$ cat config.mk
export PLATFORM = sky130hd
export DESIGN_NAME = multicycle_ctrl_flat
export DESIGN_NICKNAME = d
export VERILOG_FILES = /design/src/rtl/multicycle_ctrl_if.sv /design/src/rtl/multicycle_ctrl.sv /design/src/flat_wrapper.sv
export SDC_FILE = /design/constraint.sdc
export NUM_CORES = 1
export LEC_CHECK = 0
export BUFFER_PORTS_ARGS = -buffer_cell sky130_fd_sc_hd__buf_2
export CAP_MARGIN = 20
export CORE_ASPECT_RATIO = 1.1
export CORE_MARGIN = 2
export CORE_UTILIZATION = 50
export DETAILED_ROUTE_END_ITERATION = 12
export PLACE_DENSITY = 0.76
export SYNTH_ARGS = -nofsm -noshare
export SYNTH_HDL_FRONTEND = slang
export SYNTH_SLANG_ARGS = --single-unit
$ cat constraint.sdc
create_clock -name clk_i -period 2.15 [get_ports clk_i]
set_input_delay 0.43 -clock clk_i [delete_from_list [all_inputs] [get_ports clk_i]]
set_output_delay 0.43 -clock clk_i [all_outputs]
set_load 0.02 [all_outputs]
$ cat src/rtl/multicycle_ctrl_if.sv
// Control bus between the multi-cycle controller and the MIPS-subset datapath.
// The master side is the controller; the slave side is the datapath/memory.
interface multicycle_ctrl_if;
   logic [5:0] opcode_i;
   logic [5:0] funct_i;
   logic       mem_ready_i;
   logic       pc_write_o;
   logic       pc_write_cond_o;
   logic [1:0] pc_source_o;
   logic       i_or_d_o;
   logic       mem_read_o;
   logic       mem_write_o;
   logic       ir_write_o;
   logic       mem_to_reg_o;
   logic       reg_write_o;
   logic       reg_dst_o;
   logic       alu_src_a_o;
   logic [1:0] alu_src_b_o;
   logic [1:0] alu_op_o;
   logic       ext_zero_o;
   logic       err_o;
   logic [3:0] state_o;

   modport master (
      input  opcode_i, funct_i, mem_ready_i,
      output pc_write_o, pc_write_cond_o, pc_source_o, i_or_d_o, mem_read_o,
             mem_write_o, ir_write_o, mem_to_reg_o, reg_write_o, reg_dst_o,
             alu_src_a_o, alu_src_b_o, alu_op_o, ext_zero_o, err_o, state_o
   );

   modport slave (
      output opcode_i, funct_i, mem_ready_i,
      input  pc_write_o, pc_write_cond_o, pc_source_o, i_or_d_o, mem_read_o,
             mem_write_o, ir_write_o, mem_to_reg_o, reg_write_o, reg_dst_o,
             alu_src_a_o, alu_src_b_o, alu_op_o, ext_zero_o, err_o, state_o
   );
endinterface

$ cat src/rtl/multicycle_ctrl.sv
// Multi-cycle control FSM for the MIPS-subset CPU.
// Sequences ALU, unified memory port, register file, PC and immediate extender
// over FETCH/DECODE/EXEC/MEM/WB; memory states wait on mem_ready_i with a timeout.
// Optional: define MULTICYCLE_CTRL_JAL_EN to support jal (opcode 000011).
module multicycle_ctrl #(
   parameter int unsigned MEM_TIMEOUT = 15,
   parameter int unsigned CNT_W       = 8
) (
   input logic               clk_i,
   input logic               rst_i,
   multicycle_ctrl_if.master bus
);

   typedef enum logic [3:0] {
      FETCH    = 4'd0,
      DECODE   = 4'd1,
      MEM_ADDR = 4'd2,
      MEM_RD   = 4'd3,
      MEM_WB   = 4'd4,
      MEM_WR   = 4'd5,
      EXEC_R   = 4'd6,
      R_WB     = 4'd7,
      BRANCH   = 4'd8,
      JUMP     = 4'd9,
      EXEC_I   = 4'd10,
      I_WB     = 4'd11,
      JAL_WB   = 4'd12
   } state_t;

   localparam logic [5:0] OP_RTYPE = 6'b000000;
   localparam logic [5:0] OP_LW    = 6'b100011;
   localparam logic [5:0] OP_SW    = 6'b101011;
   localparam logic [5:0] OP_BEQ   = 6'b000100;
   localparam logic [5:0] OP_J     = 6'b000010;
   localparam logic [5:0] OP_ADDI  = 6'b001000;
   localparam logic [5:0] OP_SLTI  = 6'b001010;
   localparam logic [5:0] OP_ORI   = 6'b001101;
`ifdef MULTICYCLE_CTRL_JAL_EN
   localparam logic [5:0] OP_JAL   = 6'b000011;
`endif

   state_t           state, state_n;
   logic [CNT_W-1:0] cnt, cnt_n;
   logic             err, err_n;
   logic             mem_wait;
   logic             timeout;
   logic             unused_funct;

   // funct is decoded by the ALU control unit, not here
   assign unused_funct = ^bus.funct_i;

   assign bus.state_o = state;
   assign bus.err_o   = err;

   // Memory-wait bookkeeping: limit reached with no ready aborts the access
   assign mem_wait = (state == FETCH) || (state == MEM_RD) || (state == MEM_WR);
   assign timeout  = mem_wait && !bus.mem_ready_i && (cnt == CNT_W'(MEM_TIMEOUT));

   // State, wait counter and error pulse registers
   always_ff @(posedge clk_i or negedge rst_i) begin
      if (!rst_i) begin
         state <= FETCH;
         cnt   <= '0;
         err   <= 1'b0;
      end else begin
         state <= state_n;
         cnt   <= cnt_n;
         err   <= err_n;
      end
   end

   // Next-state and control decode
   always_comb begin
      state_n             = state;
      cnt_n               = cnt;
      err_n               = 1'b0;
      bus.pc_write_o      = 1'b0;
      bus.pc_write_cond_o = 1'b0;
      bus.pc_source_o     = 2'd0;
      bus.i_or_d_o        = 1'b0;
      bus.mem_read_o      = 1'b0;
      bus.mem_write_o     = 1'b0;
      bus.ir_write_o      = 1'b0;
      bus.mem_to_reg_o    = 1'b0;
      bus.reg_write_o     = 1'b0;
      bus.reg_dst_o       = 1'b0;
      bus.alu_src_a_o     = 1'b0;
      bus.alu_src_b_o     = 2'd0;
      bus.alu_op_o        = 2'd0;
      bus.ext_zero_o      = (bus.opcode_i == OP_ORI);

      case (state)
         FETCH: begin
            bus.mem_read_o  = 1'b1;
            bus.alu_src_b_o = 2'd1;
            if (bus.mem_ready_i) begin
               bus.ir_write_o = 1'b1;
               bus.pc_write_o = 1'b1;
               state_n        = DECODE;
            end else if (timeout) begin
               err_n = 1'b1;
            end
         end
         DECODE: begin
            bus.alu_src_b_o = 2'd3;
            case (bus.opcode_i)
               OP_RTYPE:               state_n = EXEC_R;
               OP_LW, OP_SW:           state_n = MEM_ADDR;
               OP_BEQ:                 state_n = BRANCH;
               OP_J:                   state_n = JUMP;
               OP_ADDI, OP_SLTI, OP_ORI: state_n = EXEC_I;
`ifdef MULTICYCLE_CTRL_JAL_EN
               OP_JAL:                 state_n = JAL_WB;
`endif
               default: begin
                  state_n = FETCH;
                  err_n   = 1'b1;
               end
            endcase
         end
         MEM_ADDR: begin
            bus.alu_src_a_o = 1'b1;
            bus.alu_src_b_o = 2'd2;
            state_n         = (bus.opcode_i == OP_SW) ? MEM_WR : MEM_RD;
         end
         MEM_RD: begin
            bus.mem_read_o = 1'b1;
            bus.i_or_d_o   = 1'b1;
            if (bus.mem_ready_i) begin
               state_n = MEM_WB;
            end else if (timeout) begin
               state_n = FETCH;
               err_n   = 1'b1;
            end
         end
         MEM_WB: begin
            bus.reg_write_o  = 1'b1;
            bus.mem_to_reg_o = 1'b1;
            state_n          = FETCH;
         end
         MEM_WR: begin
            bus.mem_write_o = 1'b1;
            bus.i_or_d_o    = 1'b1;
            if (bus.mem_ready_i) begin
               state_n = FETCH;
            end else if (timeout) begin
               state_n = FETCH;
               err_n   = 1'b1;
            end
         end
         EXEC_R: begin
            bus.alu_src_a_o = 1'b1;
            bus.alu_op_o    = 2'd2;
            state_n         = R_WB;
         end
         R_WB: begin
            bus.reg_write_o = 1'b1;
            bus.reg_dst_o   = 1'b1;
            state_n         = FETCH;
         end
         EXEC_I: begin
            bus.alu_src_a_o = 1'b1;
            bus.alu_src_b_o = 2'd2;
            case (bus.opcode_i)
               OP_SLTI: bus.alu_op_o = 2'd3;
               OP_ORI:  bus.alu_op_o = 2'd2;
               default: bus.alu_op_o = 2'd0;
            endcase
            state_n = I_WB;
         end
         I_WB: begin
            bus.reg_write_o = 1'b1;
            state_n         = FETCH;
         end
         BRANCH: begin
            bus.alu_src_a_o     = 1'b1;
            bus.alu_op_o        = 2'd1;
            bus.pc_write_cond_o = 1'b1;
            bus.pc_source_o     = 2'd1;
            state_n             = FETCH;
         end
         JUMP: begin
            bus.pc_write_o  = 1'b1;
            bus.pc_source_o = 2'd2;
            state_n         = FETCH;
         end
`ifdef MULTICYCLE_CTRL_JAL_EN
         JAL_WB: begin
            bus.pc_write_o  = 1'b1;
            bus.pc_source_o = 2'd2;
            bus.reg_write_o = 1'b1;
            bus.reg_dst_o   = 1'b1;
            state_n         = FETCH;
         end
`endif
         default: state_n = FETCH;
      endcase

      // Counter restarts on any state change or abort, counts idle memory cycles
      if ((state_n != state) || timeout) begin
         cnt_n = '0;
      end else if (mem_wait && !bus.mem_ready_i) begin
         cnt_n = cnt + CNT_W'(1);
      end
   end

endmodule

$ cat src/flat_wrapper.sv
// flat-port wrapper written by rule: the top's interface ports become plain ports
module multicycle_ctrl_flat 
#(
   parameter int unsigned MEM_TIMEOUT = 15,
   parameter int unsigned CNT_W       = 8
)
  (clk_i, rst_i, bus_opcode_i, bus_funct_i, bus_mem_ready_i, bus_pc_write_o, bus_pc_write_cond_o, bus_pc_source_o, bus_i_or_d_o, bus_mem_read_o, bus_mem_write_o, bus_ir_write_o, bus_mem_to_reg_o, bus_reg_write_o, bus_reg_dst_o, bus_alu_src_a_o, bus_alu_src_b_o, bus_alu_op_o, bus_ext_zero_o, bus_err_o, bus_state_o);
  multicycle_ctrl_if bus_i ();
  input logic clk_i;
  input logic rst_i;
  input wire logic [$bits(bus_i.opcode_i)-1:0] bus_opcode_i;
  input wire logic [$bits(bus_i.funct_i)-1:0] bus_funct_i;
  input wire logic [$bits(bus_i.mem_ready_i)-1:0] bus_mem_ready_i;
  output wire logic [$bits(bus_i.pc_write_o)-1:0] bus_pc_write_o;
  output wire logic [$bits(bus_i.pc_write_cond_o)-1:0] bus_pc_write_cond_o;
  output wire logic [$bits(bus_i.pc_source_o)-1:0] bus_pc_source_o;
  output wire logic [$bits(bus_i.i_or_d_o)-1:0] bus_i_or_d_o;
  output wire logic [$bits(bus_i.mem_read_o)-1:0] bus_mem_read_o;
  output wire logic [$bits(bus_i.mem_write_o)-1:0] bus_mem_write_o;
  output wire logic [$bits(bus_i.ir_write_o)-1:0] bus_ir_write_o;
  output wire logic [$bits(bus_i.mem_to_reg_o)-1:0] bus_mem_to_reg_o;
  output wire logic [$bits(bus_i.reg_write_o)-1:0] bus_reg_write_o;
  output wire logic [$bits(bus_i.reg_dst_o)-1:0] bus_reg_dst_o;
  output wire logic [$bits(bus_i.alu_src_a_o)-1:0] bus_alu_src_a_o;
  output wire logic [$bits(bus_i.alu_src_b_o)-1:0] bus_alu_src_b_o;
  output wire logic [$bits(bus_i.alu_op_o)-1:0] bus_alu_op_o;
  output wire logic [$bits(bus_i.ext_zero_o)-1:0] bus_ext_zero_o;
  output wire logic [$bits(bus_i.err_o)-1:0] bus_err_o;
  output wire logic [$bits(bus_i.state_o)-1:0] bus_state_o;
  assign bus_i.opcode_i = bus_opcode_i;
  assign bus_i.funct_i = bus_funct_i;
  assign bus_i.mem_ready_i = bus_mem_ready_i;
  assign bus_pc_write_o = bus_i.pc_write_o;
  assign bus_pc_write_cond_o = bus_i.pc_write_cond_o;
  assign bus_pc_source_o = bus_i.pc_source_o;
  assign bus_i_or_d_o = bus_i.i_or_d_o;
  assign bus_mem_read_o = bus_i.mem_read_o;
  assign bus_mem_write_o = bus_i.mem_write_o;
  assign bus_ir_write_o = bus_i.ir_write_o;
  assign bus_mem_to_reg_o = bus_i.mem_to_reg_o;
  assign bus_reg_write_o = bus_i.reg_write_o;
  assign bus_reg_dst_o = bus_i.reg_dst_o;
  assign bus_alu_src_a_o = bus_i.alu_src_a_o;
  assign bus_alu_src_b_o = bus_i.alu_src_b_o;
  assign bus_alu_op_o = bus_i.alu_op_o;
  assign bus_ext_zero_o = bus_i.ext_zero_o;
  assign bus_err_o = bus_i.err_o;
  assign bus_state_o = bus_i.state_o;
  multicycle_ctrl #(.MEM_TIMEOUT(MEM_TIMEOUT), .CNT_W(CNT_W)) u_core (.clk_i(clk_i), .rst_i(rst_i), .bus(bus_i));
endmodule
# After elaboration in Yosys (flattened, before gate mapping)
# Index checks and enable logic that the tools add are counted.
[classes] addsub=1 eq_ne=20 n_mux=28 reduce_logical=18
[op_table] op="4-bit case mux with 7 select lines" count=1
[op_table] op="4-bit case mux with 5 select lines" count=1
[op_table] op="6-bit by 4-bit == test with 1-bit output (second input constant)" count=3
[op_table] op="4-bit by 3-bit == test with 1-bit output (second input constant)" count=4
[op_table] op="4-bit == test (second input constant)" count=4
[op_table] op="4-bit 2-to-1 mux" count=4
[op_table] op="8-bit 2-to-1 mux" count=2
[op_table] op="1-bit 2-to-1 mux" count=13
[op_table] op="6-bit == test (second input constant)" count=2
[op_table] op="2-bit case mux with 3 select lines" count=2
[op_table] op="3-bit OR reduction" count=3
[op_table] op="8-bit by 1-bit adder with 8-bit output (second input constant)" count=1
[op_table] op="4-bit by 2-bit == test with 1-bit output (second input constant)" count=2
[op_table] op="8-bit by 4-bit == test with 1-bit output (second input constant)" count=1
[op_table] op="2-bit case mux with 2 select lines" count=2
[op_table] op="2-bit OR reduction" count=4
[op_table] op="8-bit OR reduction" count=1
[op_table] op="6-bit by 2-bit == test with 1-bit output (second input constant)" count=1
[op_table] op="6-bit by 3-bit == test with 1-bit output (second input constant)" count=1
[op_table] op="6-bit zero test" count=1
[op_table] op="4-bit by 1-bit == test with 1-bit output (second input constant)" count=1
[op_table] op="4-bit zero test" count=1
[op_table] op="4-bit inequality test" count=1
[op_table] op="1-bit case mux with 2 select lines" count=2
[op_table] op="6 further kinds" count=9
[word_totals] ff_bits=13 word_cells=70

# Logic depth before layout (Yosys ltp)
[depth] word_depth=11 depth_mapped=6 ltp_nobuf=5

# Worst setup path after synthesis
# OpenSTA, ideal clock, no wires.
[synth_path] kind="register to output" startpoint="register u_core.state[2], in the netlist u_core.bus.state_o[2]" endpoint="output port bus_reg_write_o" arrival_time_ps=1822 path_slack_ps=-102 stages_incl_launch_ff=6 n_path_buf=2 path_cell_list="dfrtp_1 buf_6 clkbuf_1 nand2_1 nor3_1 or2_2"
[synth_via] elab_chain_len=3 elab_cells_between_ends=5
[synth_rtl] item="from (decl)" line_no="multicycle_ctrl.sv:42" text="state_t state, state_n;"
[synth_rtl] item="from (signal assigned)" line_no="multicycle_ctrl.sv:66" text="state <= state_n;"
[synth_rtl] item="4-bit by 3-bit == test with 1-bit output or 4-bit == test (tied branches)" line_no="multicycle_ctrl.sv:92" text="case (state)"
[synth_rtl] item="3-bit OR reduction (no source line) (*)"
[synth_rtl] item="1-bit 2-to-1 mux (*)" line_no="multicycle_ctrl.sv:92"
[synth_rtl] item="to (decl)" line_no="flat_wrapper.sv:22" text="output wire logic [$bits(bus_i.reg_write_o)-1:0] bus_reg_write_o;"
# Mark *: on every way between the ends. The rest lies on a longest branch, timed or not.

# Worst setup path after layout
[layout_path] startpoint="register u_core.state[2], in the netlist u_core.bus.state_o[2]" endpoint="output port bus_alu_op_o[1]"
[layout_via] elab_chain_len=2 elab_cells_between_ends=4
[layout_rtl] item="4-bit == test or 4-bit by 3-bit == test with 1-bit output (tied branches)" line_no="multicycle_ctrl.sv:92"
[layout_rtl] item="2-bit case mux with 3 select lines (*)" line_no="multicycle_ctrl.sv:92"
[layout_rtl] item="to (decl)" line_no="flat_wrapper.sv:26" text="output wire logic [$bits(bus_i.alu_op_o)-1:0] bus_alu_op_o;"
# Marks and branches as above.

==> impl_metrics.env <==
export IMPL_netlist_instances=140
export IMPL_cts_made_buffers=3
export IMPL_relSlewSlack_pct=54.1
export IMPL_via_per_inst=5.83
export IMPL_synth_top_flop_cell="dfrtp_1"
export IMPL_path_cells="nand2b_1 > a211o_1 > a21oi_1 > buf_2"
export IMPL_synth_area_leaders="dfrtp_1 29%, xnor2_1 5.5%, nor4_1 4.4%"
export IMPL_ant_nets=0
export IMPL_n_antenna_cell=0
export IMPL_rsz0062_at_grt="false"
export IMPL_worstSetupPathType="flip-flop to primary output"
export IMPL_synth_area_um2=1120
export IMPL_fp_dieW_um=49.2
export IMPL_synth_seq_area_share_pct=28.9
export IMPL_arrival_ps=1620
export IMPL_core_um2=2180
export IMPL_ioPinCount=37
export IMPL_finalCritPeriodShare_pct=95.4
export IMPL_end_kind="primary output"
export IMPL_cts_setup_buffers=0
export IMPL_initial_utilization_pct=51.5
export IMPL_postSynth_asyncResetShare_pct=100
export IMPL_cts_tree="done"
export IMPL_insertion_delay_ps=280
export IMPL_gp_congestion=0.849
export IMPL_portBuffers=30
export IMPL_post_layout_nonfiller_instances=205
export IMPL_synth_seq_cells=13
export IMPL_fin_worst_skew_ps=0.798
export IMPL_nNetsFinal=192
export IMPL_htree_levels=1
export IMPL_hold_path_class="input pin to asynchronous set/reset pin"
export IMPL_synth_cell_types=45
export IMPL_slowest_delay_ps=480
export IMPL_path_buf_inv=1
export IMPL_syn_num_nets=156
export IMPL_drcViolationCount=0
export IMPL_maxCapViolCount=0
export IMPL_reg2reg_to="u_core.cnt[2]$_DFFE_PN0P_"
export IMPL_setup_viol=0
export IMPL_vias=1196
export IMPL_synth_edf_count=0
export IMPL_die_area_um2=2650
export IMPL_vdd_drop_max_mv=0.662
export IMPL_cts_root_buf="clkbuf_4"
export IMPL_first_pass_iters=4
export IMPL_hpwlAfterDp_mm=2.23
export IMPL_drive_gt1_share_pct=31.4
export IMPL_grt_overflow_total=0
export IMPL_grt_pass1_wl_mm=4.73
export IMPL_numClockSinks=13
export IMPL_crit_start="u_core.bus.state_o[2]$_DFF_PN0_"
export IMPL_crit_family="flip-flops"
export IMPL_power_leakage_nw=0.593
export IMPL_synth_common_cells="13 x dfrtp_1, 13 x nand2_1, 13 x nor2_1, 8 x nor4_1"
export IMPL_wl_mm=2.81
export IMPL_period_needed_ps=2050
export IMPL_clockBufferDepth=2
export IMPL_path_max_fanout=10
export IMPL_max_freq_ghz=0.488
export IMPL_fin_tns_setup_ps=0
export IMPL_wire_per_inst_um=13.7
export IMPL_critical_path_required_ps=1720
export IMPL_r2r_setup_slack_ps=230
export IMPL_antenna_found_initial=0
export IMPL_slowest_stage="dfrtp_2"
export IMPL_worstMarginPinSlew_ps=689
export IMPL_yosys_warnings=0
export IMPL_die_h_um=53.7
export IMPL_status="complete, no violations"
export IMPL_place_detailed_instances=201
export IMPL_reg2reg_from="u_core.bus.state_o[2]$_DFF_PN0_"
export IMPL_netlist_area_leader_share_pct=28.9
export IMPL_detail_route_iter0_violations=27
export IMPL_maxSlewViolCount=0
export IMPL_critPathLaunchType="flip-flop"
export IMPL_grt_pass1_vias=1112
export IMPL_powerDensity_nw_per_um2=979
export IMPL_crit_end="bus_alu_op_o[1]"
export IMPL_hold_violations=0
export IMPL_num_rows=18
export IMPL_avgSynthCellArea_um2=8.03
export IMPL_clk_pin_slew_worst_paths_ps=70
export IMPL_grt_max_degree=15
export IMPL_area_growth_pct=22.1
export IMPL_cp_depth=4
export IMPL_worstRegToRegCells=4
export IMPL_grt_usage_pct=23.2
export IMPL_synth_top_area_cell="dfrtp_1"
## placed cells by master (no fill, tap or decap), types with 5 or more instances in the layout
cell type	count
nand2_1	13
nor2_1	13
dfrtp_1	11
nor3_1	6
buf_2	30
a21oi_1	6
buf_4	10
xnor2_1	7
o21ai_0	5
nor4_1	8
## cell type report
| class | instances | area, um^2 |
|---|---|---|
| clock buffers | 4 | 26.3 |
| fillers | 215 | 811 |
| inverters | 4 | 15.0 |
| multi-input cells | 114 | 742 |
| flip-flops and latches | 13 | 328 |
| well taps | 30 | 37.5 |
| repair buffers | 40 | 225 |
## how the worst min path moves through the flow
stage / end
6_report: u_core.bus.state_o[3]$_DFF_PN0_
5_1_grt: u_core.bus.state_o[3]$_DFF_PN0_
4_1_cts: u_core.bus.state_o[1]$_DFF_PN0_
3_5_place_dp: u_core.bus.state_o[0]$_DFF_PN0_
3_3_place_gp: u_core.bus.state_o[2]$_DFF_PN0_
2_1_floorplan: u_core.bus.err_o$_DFF_PN0_
## power breakdown
group | switching, mW | leakage, nW | internal (mW) | total (mW)
registers | 0.0798 | 0.174 | 0.287 | 0.367
clock network | 0.0806 | 0.0150 | 0.0722 | 0.153
logic | 0.497 | 0.403 | 0.328 | 0.825
total | 0.657 | 0.593 | 0.688 | 1.35
## flip-flops by register name, indices dropped and copies added (netlist names)
| name | flops |
|---|---|
| u_core.bus.err_o | 1 |
| u_core.bus.state_o | 4 |
| u_core.cnt | 8 |
## metal layers
| metal | share of wire [%] | track usage, % |
|---|---|---|
| met5 | 0 | 0 |
| met2 | 51 | 45.5 |
| met3 | 5.6 | 2.78 |
| met1 | 41 | 25.9 |
| met4 | 2.2 | 9.05 |
## what timing repair did
item,in CTS,in global routing
endpoints found under the hold margin,0,0
hold buffers,0,0
resized for setup,0,2
setup endpoints to repair,0,3
## cells by family (layout without fill, tap and decap cells)
group / count (synthesis) / after routing / synth area share, %
simple gates: 70 / 70 / 33.8
buf+inv: 13 / 48 / 5.56
mux: 1 / 1 / 0.890
fa+ha+maj: 1 / 1 / 1.11
flops: 13 / 13 / 28.9
xor+xnor: 8 / 8 / 6.23
compound gates: 34 / 34 / 23.5
## through the flow
step	worst slack, ps	utilization [%]	instance area [um^2]	hold WS, ps	total power, mW
2_1_floorplan	11.6	-	1130	134	0.933
3_3_place_gp	206	61.6	1350	326	1.18
3_5_place_dp	183	61.6	1350	332	1.19
4_1_cts	57.1	62.8	1370	22.4	1.35
5_1_grt	5.70	62.9	1370	39.1	1.44
6_report	99.1	62.9	1370	19.1	1.35
No activity file was read; power rests on OpenSTA's default activity.
